File: src/rtl/aes_key_candidate_search_if.sv
// Signal bundle between the key-search controller and the AES-128 ECB core.
// The controller is the master; the core is the slave.
interface aes_key_candidate_search_if;
  logic         aes_enc_dec;
  logic         aes_key_exp;
  logic         aes_start;
  logic [127:0] aes_key_in;
  logic [127:0] aes_text_in;
  logic         aes_key_val;
  logic         aes_text_val;
  logic [127:0] aes_text_out;
  logic         aes_busy;

  modport master (
    output aes_enc_dec, aes_key_exp, aes_start, aes_key_in, aes_text_in,
    input  aes_key_val, aes_text_val, aes_text_out, aes_busy
  );

  modport slave (
    input  aes_enc_dec, aes_key_exp, aes_start, aes_key_in, aes_text_in,
    output aes_key_val, aes_text_val, aes_text_out, aes_busy
  );
endinterface

File: src/rtl/aes_key_candidate_search.sv
// Key-search controller: walks 2^NSEL candidate keys through the AES core,
// compares each ciphertext to the target, stops on match/exhaustion/abort/timeout.
module aes_key_candidate_search #(
  parameter int NSEL    = 16,
  parameter int TIMEOUT = 1024
) (
  input  logic                 clock,
  input  logic                 resetn,
  input  logic                 go,
  input  logic                 abort,
  input  logic [127:0]         plaintext,
  input  logic [127:0]         target_ct,
  input  logic [127:0]         cand0,
  input  logic [127:0]         cand1,
  output logic                 busy,
  output logic                 done,
  output logic                 found,
  output logic                 timeout_err,
  output logic [127:0]         key_found,
  output logic [NSEL-1:0]      iter_count,
  output logic [2:0]           fsm_state,
  aes_key_candidate_search_if.master core
);

  // Core handshake: aes_key_exp and aes_start are single-cycle requests; the core
  // answers with aes_key_val (level, only trusted while aes_busy=0) and a
  // one-cycle aes_text_val carrying aes_text_out. No back-pressure exists.

  typedef enum logic [2:0] {
    IDLE  = 3'd0,
    KEXP  = 3'd1,
    KWAIT = 3'd2,
    ENC   = 3'd3,
    EWAIT = 3'd4,
    CMP   = 3'd5,
    DONE  = 3'd6
  } state_t;

  localparam int WW = $clog2(TIMEOUT + 1);
  localparam logic [WW-1:0] WAIT_LAST = WW'(TIMEOUT - 1);

  state_t state, state_d;

  logic [127:0]    pt_q, tgt_q, c0_q, c1_q, key_q, ct_q;
  logic [NSEL-1:0] idx;
  logic [WW-1:0]   wait_cnt;

  logic accept, wait_clr, wait_inc, ct_cap, hit, adv, to_hit;

  function automatic logic [127:0] build_key(input logic [NSEL-1:0] sel,
                                             input logic [127:0] c0,
                                             input logic [127:0] c1);
    logic [127:0] k;
    k = c0;
    for (int j = 0; j < NSEL; j++) begin
      if (sel[j]) k[8*j +: 8] = c1[8*j +: 8];
    end
    return k;
  endfunction

  always_ff @(posedge clock or negedge resetn) begin
    if (!resetn) state <= IDLE;
    else         state <= state_d;
  end

  always_comb begin
    state_d  = state;
    accept   = 1'b0;
    wait_clr = 1'b0;
    wait_inc = 1'b0;
    ct_cap   = 1'b0;
    hit      = 1'b0;
    adv      = 1'b0;
    to_hit   = 1'b0;
    case (state)
      IDLE: begin
        if (go) begin
          accept  = 1'b1;
          state_d = KEXP;
        end
      end
      KEXP: begin
        wait_clr = 1'b1;
        state_d  = abort ? DONE : KWAIT;
      end
      KWAIT: begin
        if (core.aes_key_val && !core.aes_busy) begin
          state_d = ENC;
        end else if (wait_cnt == WAIT_LAST) begin
          to_hit  = 1'b1;
          state_d = DONE;
        end else begin
          wait_inc = 1'b1;
        end
      end
      ENC: begin
        wait_clr = 1'b1;
        state_d  = EWAIT;
      end
      EWAIT: begin
        if (core.aes_text_val) begin
          ct_cap  = 1'b1;
          state_d = CMP;
        end else if (wait_cnt == WAIT_LAST) begin
          to_hit  = 1'b1;
          state_d = DONE;
        end else begin
          wait_inc = 1'b1;
        end
      end
      CMP: begin
        // A match wins over abort and over the last-index exit.
        if (ct_q == tgt_q) begin
          hit     = 1'b1;
          state_d = DONE;
        end else if (abort || (idx == '1)) begin
          state_d = DONE;
        end else begin
          adv     = 1'b1;
          state_d = KEXP;
        end
      end
      DONE:    state_d = IDLE;
      default: state_d = IDLE;
    endcase
  end

  always_ff @(posedge clock or negedge resetn) begin
    if (!resetn) begin
      pt_q        <= '0;
      tgt_q       <= '0;
      c0_q        <= '0;
      c1_q        <= '0;
      key_q       <= '0;
      ct_q        <= '0;
      idx         <= '0;
      wait_cnt    <= '0;
      found       <= 1'b0;
      timeout_err <= 1'b0;
      key_found   <= '0;
    end else begin
      if (accept) begin
        pt_q        <= plaintext;
        tgt_q       <= target_ct;
        c0_q        <= cand0;
        c1_q        <= cand1;
        key_q       <= build_key('0, cand0, cand1);
        idx         <= '0;
        found       <= 1'b0;
        timeout_err <= 1'b0;
        key_found   <= '0;
      end
      if (wait_clr)      wait_cnt <= '0;
      else if (wait_inc) wait_cnt <= wait_cnt + WW'(1);
      if (ct_cap) ct_q <= core.aes_text_out;
      if (hit) begin
        found     <= 1'b1;
        key_found <= key_q;
      end
      if (to_hit) timeout_err <= 1'b1;
      // Next key is built here so aes_key_in is already stable on entry to KEXP.
      if (adv) begin
        idx   <= idx + NSEL'(1);
        key_q <= build_key(idx + NSEL'(1), c0_q, c1_q);
      end
    end
  end

  assign busy             = (state != IDLE) && (state != DONE);
  assign done             = (state == DONE);
  assign iter_count       = idx;
  assign fsm_state        = state;
  assign core.aes_enc_dec = 1'b0;
  assign core.aes_key_exp = (state == KEXP) && !abort;
  assign core.aes_start   = (state == ENC);
  assign core.aes_key_in  = key_q;
  assign core.aes_text_in = pt_q;

endmodule

File: src/flat_wrapper.sv
// flat-port wrapper written by rule: the top's interface ports become plain ports
module aes_key_candidate_search_flat 
#(
  parameter int NSEL    = 16,
  parameter int TIMEOUT = 1024
)
  (clock, resetn, go, abort, plaintext, target_ct, cand0, cand1, busy, done, found, timeout_err, key_found, iter_count, fsm_state, core_aes_enc_dec, core_aes_key_exp, core_aes_start, core_aes_key_in, core_aes_text_in, core_aes_key_val, core_aes_text_val, core_aes_text_out, core_aes_busy);
  aes_key_candidate_search_if core_i ();
  input  logic clock;
  input  logic resetn;
  input  logic go;
  input  logic abort;
  input  logic [127:0] plaintext;
  input  logic [127:0] target_ct;
  input  logic [127:0] cand0;
  input  logic [127:0] cand1;
  output logic busy;
  output logic done;
  output logic found;
  output logic timeout_err;
  output logic [127:0] key_found;
  output logic [NSEL-1:0] iter_count;
  output logic [2:0] fsm_state;
  output wire logic [$bits(core_i.aes_enc_dec)-1:0] core_aes_enc_dec;
  output wire logic [$bits(core_i.aes_key_exp)-1:0] core_aes_key_exp;
  output wire logic [$bits(core_i.aes_start)-1:0] core_aes_start;
  output wire logic [$bits(core_i.aes_key_in)-1:0] core_aes_key_in;
  output wire logic [$bits(core_i.aes_text_in)-1:0] core_aes_text_in;
  input wire logic [$bits(core_i.aes_key_val)-1:0] core_aes_key_val;
  input wire logic [$bits(core_i.aes_text_val)-1:0] core_aes_text_val;
  input wire logic [$bits(core_i.aes_text_out)-1:0] core_aes_text_out;
  input wire logic [$bits(core_i.aes_busy)-1:0] core_aes_busy;
  assign core_aes_enc_dec = core_i.aes_enc_dec;
  assign core_aes_key_exp = core_i.aes_key_exp;
  assign core_aes_start = core_i.aes_start;
  assign core_aes_key_in = core_i.aes_key_in;
  assign core_aes_text_in = core_i.aes_text_in;
  assign core_i.aes_key_val = core_aes_key_val;
  assign core_i.aes_text_val = core_aes_text_val;
  assign core_i.aes_text_out = core_aes_text_out;
  assign core_i.aes_busy = core_aes_busy;
  aes_key_candidate_search #(.NSEL(NSEL), .TIMEOUT(TIMEOUT)) u_core (.clock(clock), .resetn(resetn), .go(go), .abort(abort), .plaintext(plaintext), .target_ct(target_ct), .cand0(cand0), .cand1(cand1), .busy(busy), .done(done), .found(found), .timeout_err(timeout_err), .key_found(key_found), .iter_count(iter_count), .fsm_state(fsm_state), .core(core_i));
endmodule
File: config.mk
export PLATFORM = sky130hd
export DESIGN_NAME = aes_key_candidate_search_flat
export DESIGN_NICKNAME = d
export VERILOG_FILES = /design/src/rtl/aes_key_candidate_search_if.sv /design/src/rtl/aes_key_candidate_search.sv /design/src/flat_wrapper.sv
export SDC_FILE = /design/constraint.sdc
export NUM_CORES = 2
export LEC_CHECK = 0
export CORE_AREA = 8 8 408 410
export CTS_CLUSTER_SIZE = 40
export DETAILED_ROUTE_END_ITERATION = 7
export DIE_AREA = 0 0 416 418
export SYNTH_ARGS = -nofsm -noshare
export SYNTH_HDL_FRONTEND = slang
export SYNTH_SLANG_ARGS = --single-unit
File: constraint.sdc
create_clock -name clock -period 2.3 [get_ports clock]
set_clock_uncertainty 0.2 [all_clocks]
set_input_delay 0.345 -clock clock [delete_from_list [all_inputs] [get_ports clock]]
set_output_delay 0.345 -clock clock [all_outputs]
set_load 0.02 [all_outputs]
Word-level counts from Yosys, hierarchy flattened:

Index checks and enable logic that the tools add are counted.

* add/sub/neg operators: 2
* eq/ne operators: 11
* multiplexer cells: 53
* reductions and logical operators: 13

Operator list (count)
* $mux W128: 4
* $eq A128 B128 Y1: 1
* $mux W8: 16
* $mux W16: 2
* $mux W11: 2
* $mux W3: 7
* $mux W1: 19
* $pmux W3 S6: 1
* $add A16 B1 Y16 const B: 1
* $eq A16 B16 Y1 const B: 1
* $add A11 B1 Y11 const B: 1
* $eq A11 B10 Y1 const B: 1
* $eq A3 B3 Y1 const B: 3
* $reduce_bool A2 Y1: 4
* $eq A3 B2 Y1 const B: 2
* $pmux W1 S2: 2
* $eq A3 B1 Y1 const B: 1
* $logic_and A1 B1 Y1: 3
* $logic_not A3 Y1: 1
* $ne A3 B3 Y1 const B: 1
* $reduce_bool A3 Y1: 1
* $logic_not A1 Y1: 2
* $ne A2 B2 Y1 const B: 1
* $reduce_or A2 Y1: 1
* $logic_or A1 B1 Y1: 1

* bits in registers: 928
* bits of input ports: 647
* output and inout bits: 410

Longest topological paths before layout:

* word-level depth: 6
* depth in mapped cells: 10

Least setup slack after synthesis:

Ideal clock, no wire load.

* kind: register to register
* start point: register u_core.idx[0], in the netlist u_core.iter_count[0]
* end point: register u_core.key_q[120], in the netlist u_core.core.aes_key_in[120]
* data arrival time: 2.179 ns
* required time: 1.981 ns
* slack: -0.198 ns
* stages on the path, launching flop included: 9
* path buffers: 1
* period minus slack after synthesis: 2.498 ns
* cell sequence: dfrtp_1 -> buf_4 -> and3_2 -> nand3_2 -> or3_1 -> nor2_2 -> xnor2_2 -> mux2_2 -> o21a_1

* word-level cells in the longest chain between the ends: 6

RTL lines
* start, declared: RTL line aes_key_candidate_search.sv:45 `logic [NSEL-1:0] idx;`
* start signal, assigned: RTL line aes_key_candidate_search.sv:163 `idx <= idx + NSEL'(1);`
* parallel branches: the longest is 6 deep, another holds $add A16 B1 Y16
* end signal, assigned: RTL line aes_key_candidate_search.sv:147 `key_q <= build_key('0, cand0, cand1);`
* end signal, assigned: RTL line aes_key_candidate_search.sv:164 `key_q <= build_key(idx + NSEL'(1), c0_q, c1_q);`
* end, declared: RTL line aes_key_candidate_search.sv:44 `logic [127:0] pt_q, tgt_q, c0_q, c1_q, key_q, ct_q;`

Parallel ways; which one is timed is not known.
A chain may end at the register's enable or synchronous reset.

Final worst setup path:

* start point: register u_core.ct_q[107]
* end point: register u_core.key_q[88], in the netlist u_core.core.aes_key_in[88]

* word-level cells in the longest chain between the ends: 4

RTL lines
* start, declared: RTL line aes_key_candidate_search.sv:44
* start signal, assigned: RTL line aes_key_candidate_search.sv:155 `if (ct_cap) ct_q <= core.aes_text_out;`
* $eq A128 B128 Y1 *: RTL line aes_key_candidate_search.sv:113 `if (ct_q == tgt_q) begin`
* $mux W1 *: RTL line aes_key_candidate_search.sv:113
* $mux W1 *: RTL line aes_key_candidate_search.sv:75 `case (state)`
* $mux W128 or $reduce_bool A2 Y1 (tied branches)

Mark *: on every way between the ends. The rest lies on a longest branch, timed or not.

==> out/summary.txt <==
status: finished with violations
failing checks: design-rule violations, negative setup slack
HPWL after DPL: 121000 um
share of post-route cells with drive strength above 1: 0.109
Gate power share: 0.378
Sw Share: 0.365
syn_nets: 4695
min Tclk post-route: 3.12 ns
CP Buf/Inv Count: 4
Routability Congestion: 0.851
Fin. Hold Viols: 0
number of global-route vias before repair: 37800
Synth Instances: 4046
crit end category: register
Worst path slowest cell: nor4_4
Critical Path Most Common Cell: buf_4
antenna violations before repair: 57
Num CTS Buffers: 106
main area contributors after synthesis: dfrtp_1 (60%), nand2_1 (16%), mux2_2 (4.2%)
yosys synthesis warning count: 0
Critical Path RT: 2.65 ns
P per Cell Area: 1150 nW/um^2
pre-CTS setup slack: -1.05 ns
# Max-Cap Violations: 0
DRC Markers: 1
CTS tree: yes
sequential share of power: 0.383
design area: 63000 sq um
Bufs on Longest Clock Path: 3
RSZ-0062 raised after global routing: yes
Routed Antenna Nets: 0
DRT Pass-1 Iters: 8
Worst path max stage delay: 0.45 ns
P_int: 45.8 mW
largest net degree at the start of global routing: 105
ys flop type: dfrtp_1
worst hold path class: input port to async pin
CP top delay family: simple AND/OR/NAND/NOR gates
global-route wire length before repair: 239000 um
WL/cell: 20.3 um
number of buffers added on ports: 1055
All-Layer GR Usage: 0.177
crit path from: u_core.ct_q[107]$_DFFE_PN0P_
Synth Area per Inst: 9.56 sq um
Leak: 29.3 nW
RR Startpoint: u_core.ct_q[107]$_DFFE_PN0P_
synth unique cells: 52
Tightest Pin Transition: 0.749 ns
CP Cell Sequence: xor2_1, nor4_2, buf_4, nand4_1, nor4_4, buf_4, a21o_4, buf_12, buf_6, o211ai_1, o21a_1
Post-synth EDFFs: 0
Die Y: 418 um
DIE WIDTH: 416 um
Clk pwr share: 0.239
Routed WL: 162000 um
Post-synth top cells: nand2_1 (1667), dfrtp_1 (928), clkbuf_1 (159), nand3_1 (153)
Synth-to-Final Area Change: 62.8%
Slew HR: 0.501
H-tree lvl count: 3
final clock period utilization by the worst path: 1.36
io pins: 1057
Critical Path Fanout Max: 16
Synth async-reset ratio: 1.00
dpl cell area: 53900 sq um
placed cell count: 7234
TritonCTS Sinks: 928
clock slew at the register clock pins of the worst setup and hold paths: 0.06 ns
synthesized area: 38700 sq um
WS Path Type: register to register
Core ar.: 160000 sq um
Synth top area share: 0.600
vias post-DR: 35300
Seq cells post-synth: 928
crit path DAT: 3.47 ns
Worst-Skew Late Latency: 0.71 ns
Sw Pwr: 26.4 mW
most numerous cell in the Yosys netlist: nand2_1
Initial Util: 0.242
Setup Viol. Count Final: 358
Slew Viols, Final: 0
Fmax achieved: 321 MHz
critical path launch point type: register
mean number of vias per cell: 4.43
final setup margin: -0.817 ns
initial DRC count: 2261
Core Util, Final: 0.394
Root Buffer: clkbuf_16
sequential fraction of the synthesis area: 0.600
Fillers: 15400
Max IR drop VDD: 0.835 mV
Finished Layout Cells: 7982
nets@finish: 6429
post-synth top area cell: dfrtp_1
Overflow after GRT: 0
die area: 174000 sq um
Tot Pwr: 72.2 mW
Row Count: 147
==> logic make-up (layout without fill, tap and decap cells) <==
kind of cell    after synthesis  count (layout)  synth area share
mux                         160             160            0.0461
simple gates               2015            2015             0.213
other cells                   1              39         0.0000969
fa+ha+maj                     2               2          0.000647
buf+inv                     372            2184            0.0400
flops                       928             928             0.600
compound gates              425             425            0.0675
xor+xnor                    143             143            0.0328
==> power groups by stage <==
stage                     combinational [mW]  clock (mW)  sequential [mW]
after floorplan                         11.6           0             29.1
final                                   27.3        17.3             27.6
after CTS                               27.5        17.8             27.5
after detailed placement                26.4           0             27.7
after global placement                  26.1           0             27.5
after global routing                    29.8        18.4             28.3
==> layout by cell type, fill, tap and decap left out, types with 9 or more instances in the layout <==
cell	netlist	final
clkbuf_8	0	24
o21ai_1	37	51
clkbuf_16	0	109
a31oi_1	96	96
clkbuf_1	159	22
mux2i_1	16	16
nand2_1	1667	1666
dlygate4sd3_1	0	516
o21a_1	16	16
nand4_1	12	12
inv_1	135	135
nand3_1	153	151
clkdlybuf4s50_1	0	1051
nor4_1	32	27
mux2_2	144	143
nor2b_1	96	96
nor2_1	15	15
xor2_1	132	129
diode_2	0	38
buf_6	9	9
o21ai_0	144	130
a211oi_1	96	96
clkinv_2	0	13
o211ai_1	16	16
buf_4	6	214
buf_12	0	61
dfrtp_1	928	924
==> state kept, by name, indices dropped and copies added, names as in the netlist <==
signal	cells
u_core.c0_q	128
u_core.c1_q	128
u_core.core.aes_key_in	128
u_core.core.aes_text_in	128
u_core.ct_q	128
u_core.key_found	128
u_core.tgt_q	128
u_core.iter_count	16
u_core.wait_cnt	11
u_core.fsm_state	3
u_core.found	1
u_core.timeout_err	1
==> worst paths after layout <==
path	end	cells after the start	slack, ns
min in group clock	u_core.c0_q[17]$_DFFE_PN0P_	3	0.07
setup / recovery	u_core.core.aes_key_in[88]$_DFFE_PN0P_	11	-0.82
hold / removal	u_core.c1_q[3]$_DFFE_PN0P_	2	0.06
setup reg to reg	u_core.core.aes_key_in[88]$_DFFE_PN0P_	11	-0.82
max in group asynchronous	u_core.ct_q[116]$_DFFE_PN0P_	3	0.80
hold reg to reg	u_core.c1_q[96]$_DFFE_PN0P_	2	0.26
==> worst reg2reg max path, stage by stage, from the launching register on <==
cell and delay (ns):
dfrtp_1 0.42, xor2_1 0.17, nor4_2 0.39, buf_4 0.18
nand4_1 0.14, nor4_4 0.45, buf_4 0.22, a21o_4 0.14
buf_12 0.18, buf_6 0.25, o211ai_1 0.11, o21a_1 0.11
==> layer usage <==
metal,track usage,share of wire
met3,0.0381,0.054
met5,0,0.00025
met1,0.197,0.37
met4,0.0919,0.057
met2,0.319,0.52
==> final cells by class <==
class	count	area, sq um	area share
sequential	928	23200	0.369
timing repair buffer	1862	18900	0.300
multi-input combinational	2746	14100	0.224
clock buffer	152	3070	0.0487
tap	2086	2610	0.0415
inverter	136	510	0.00811
clock inverter	34	487	0.00773
antenna	38	95.1	0.00151
==> repair_timing <==
item,CTS,global route
endpoints found under the setup margin,586,617
gates resized for setup,28,12
hold endpoints to repair,1244,0
pin swaps,3,3
setup buffers,2,0
cloned,2,4
hold buffers,516,0
==> metrics by stage <==
step | TNS (ns) | hold slack (ns)
after floorplan | -0.499 | -0.151
after global placement | -282.65 | 0.215
after detailed placement | -262.74 | 0.206
after CTS | -210.96 | 0.000808
after global routing | -253.31 | 0.00216
final | -198.69 | 0.0637
No activity file was read; power rests on OpenSTA's default activity.
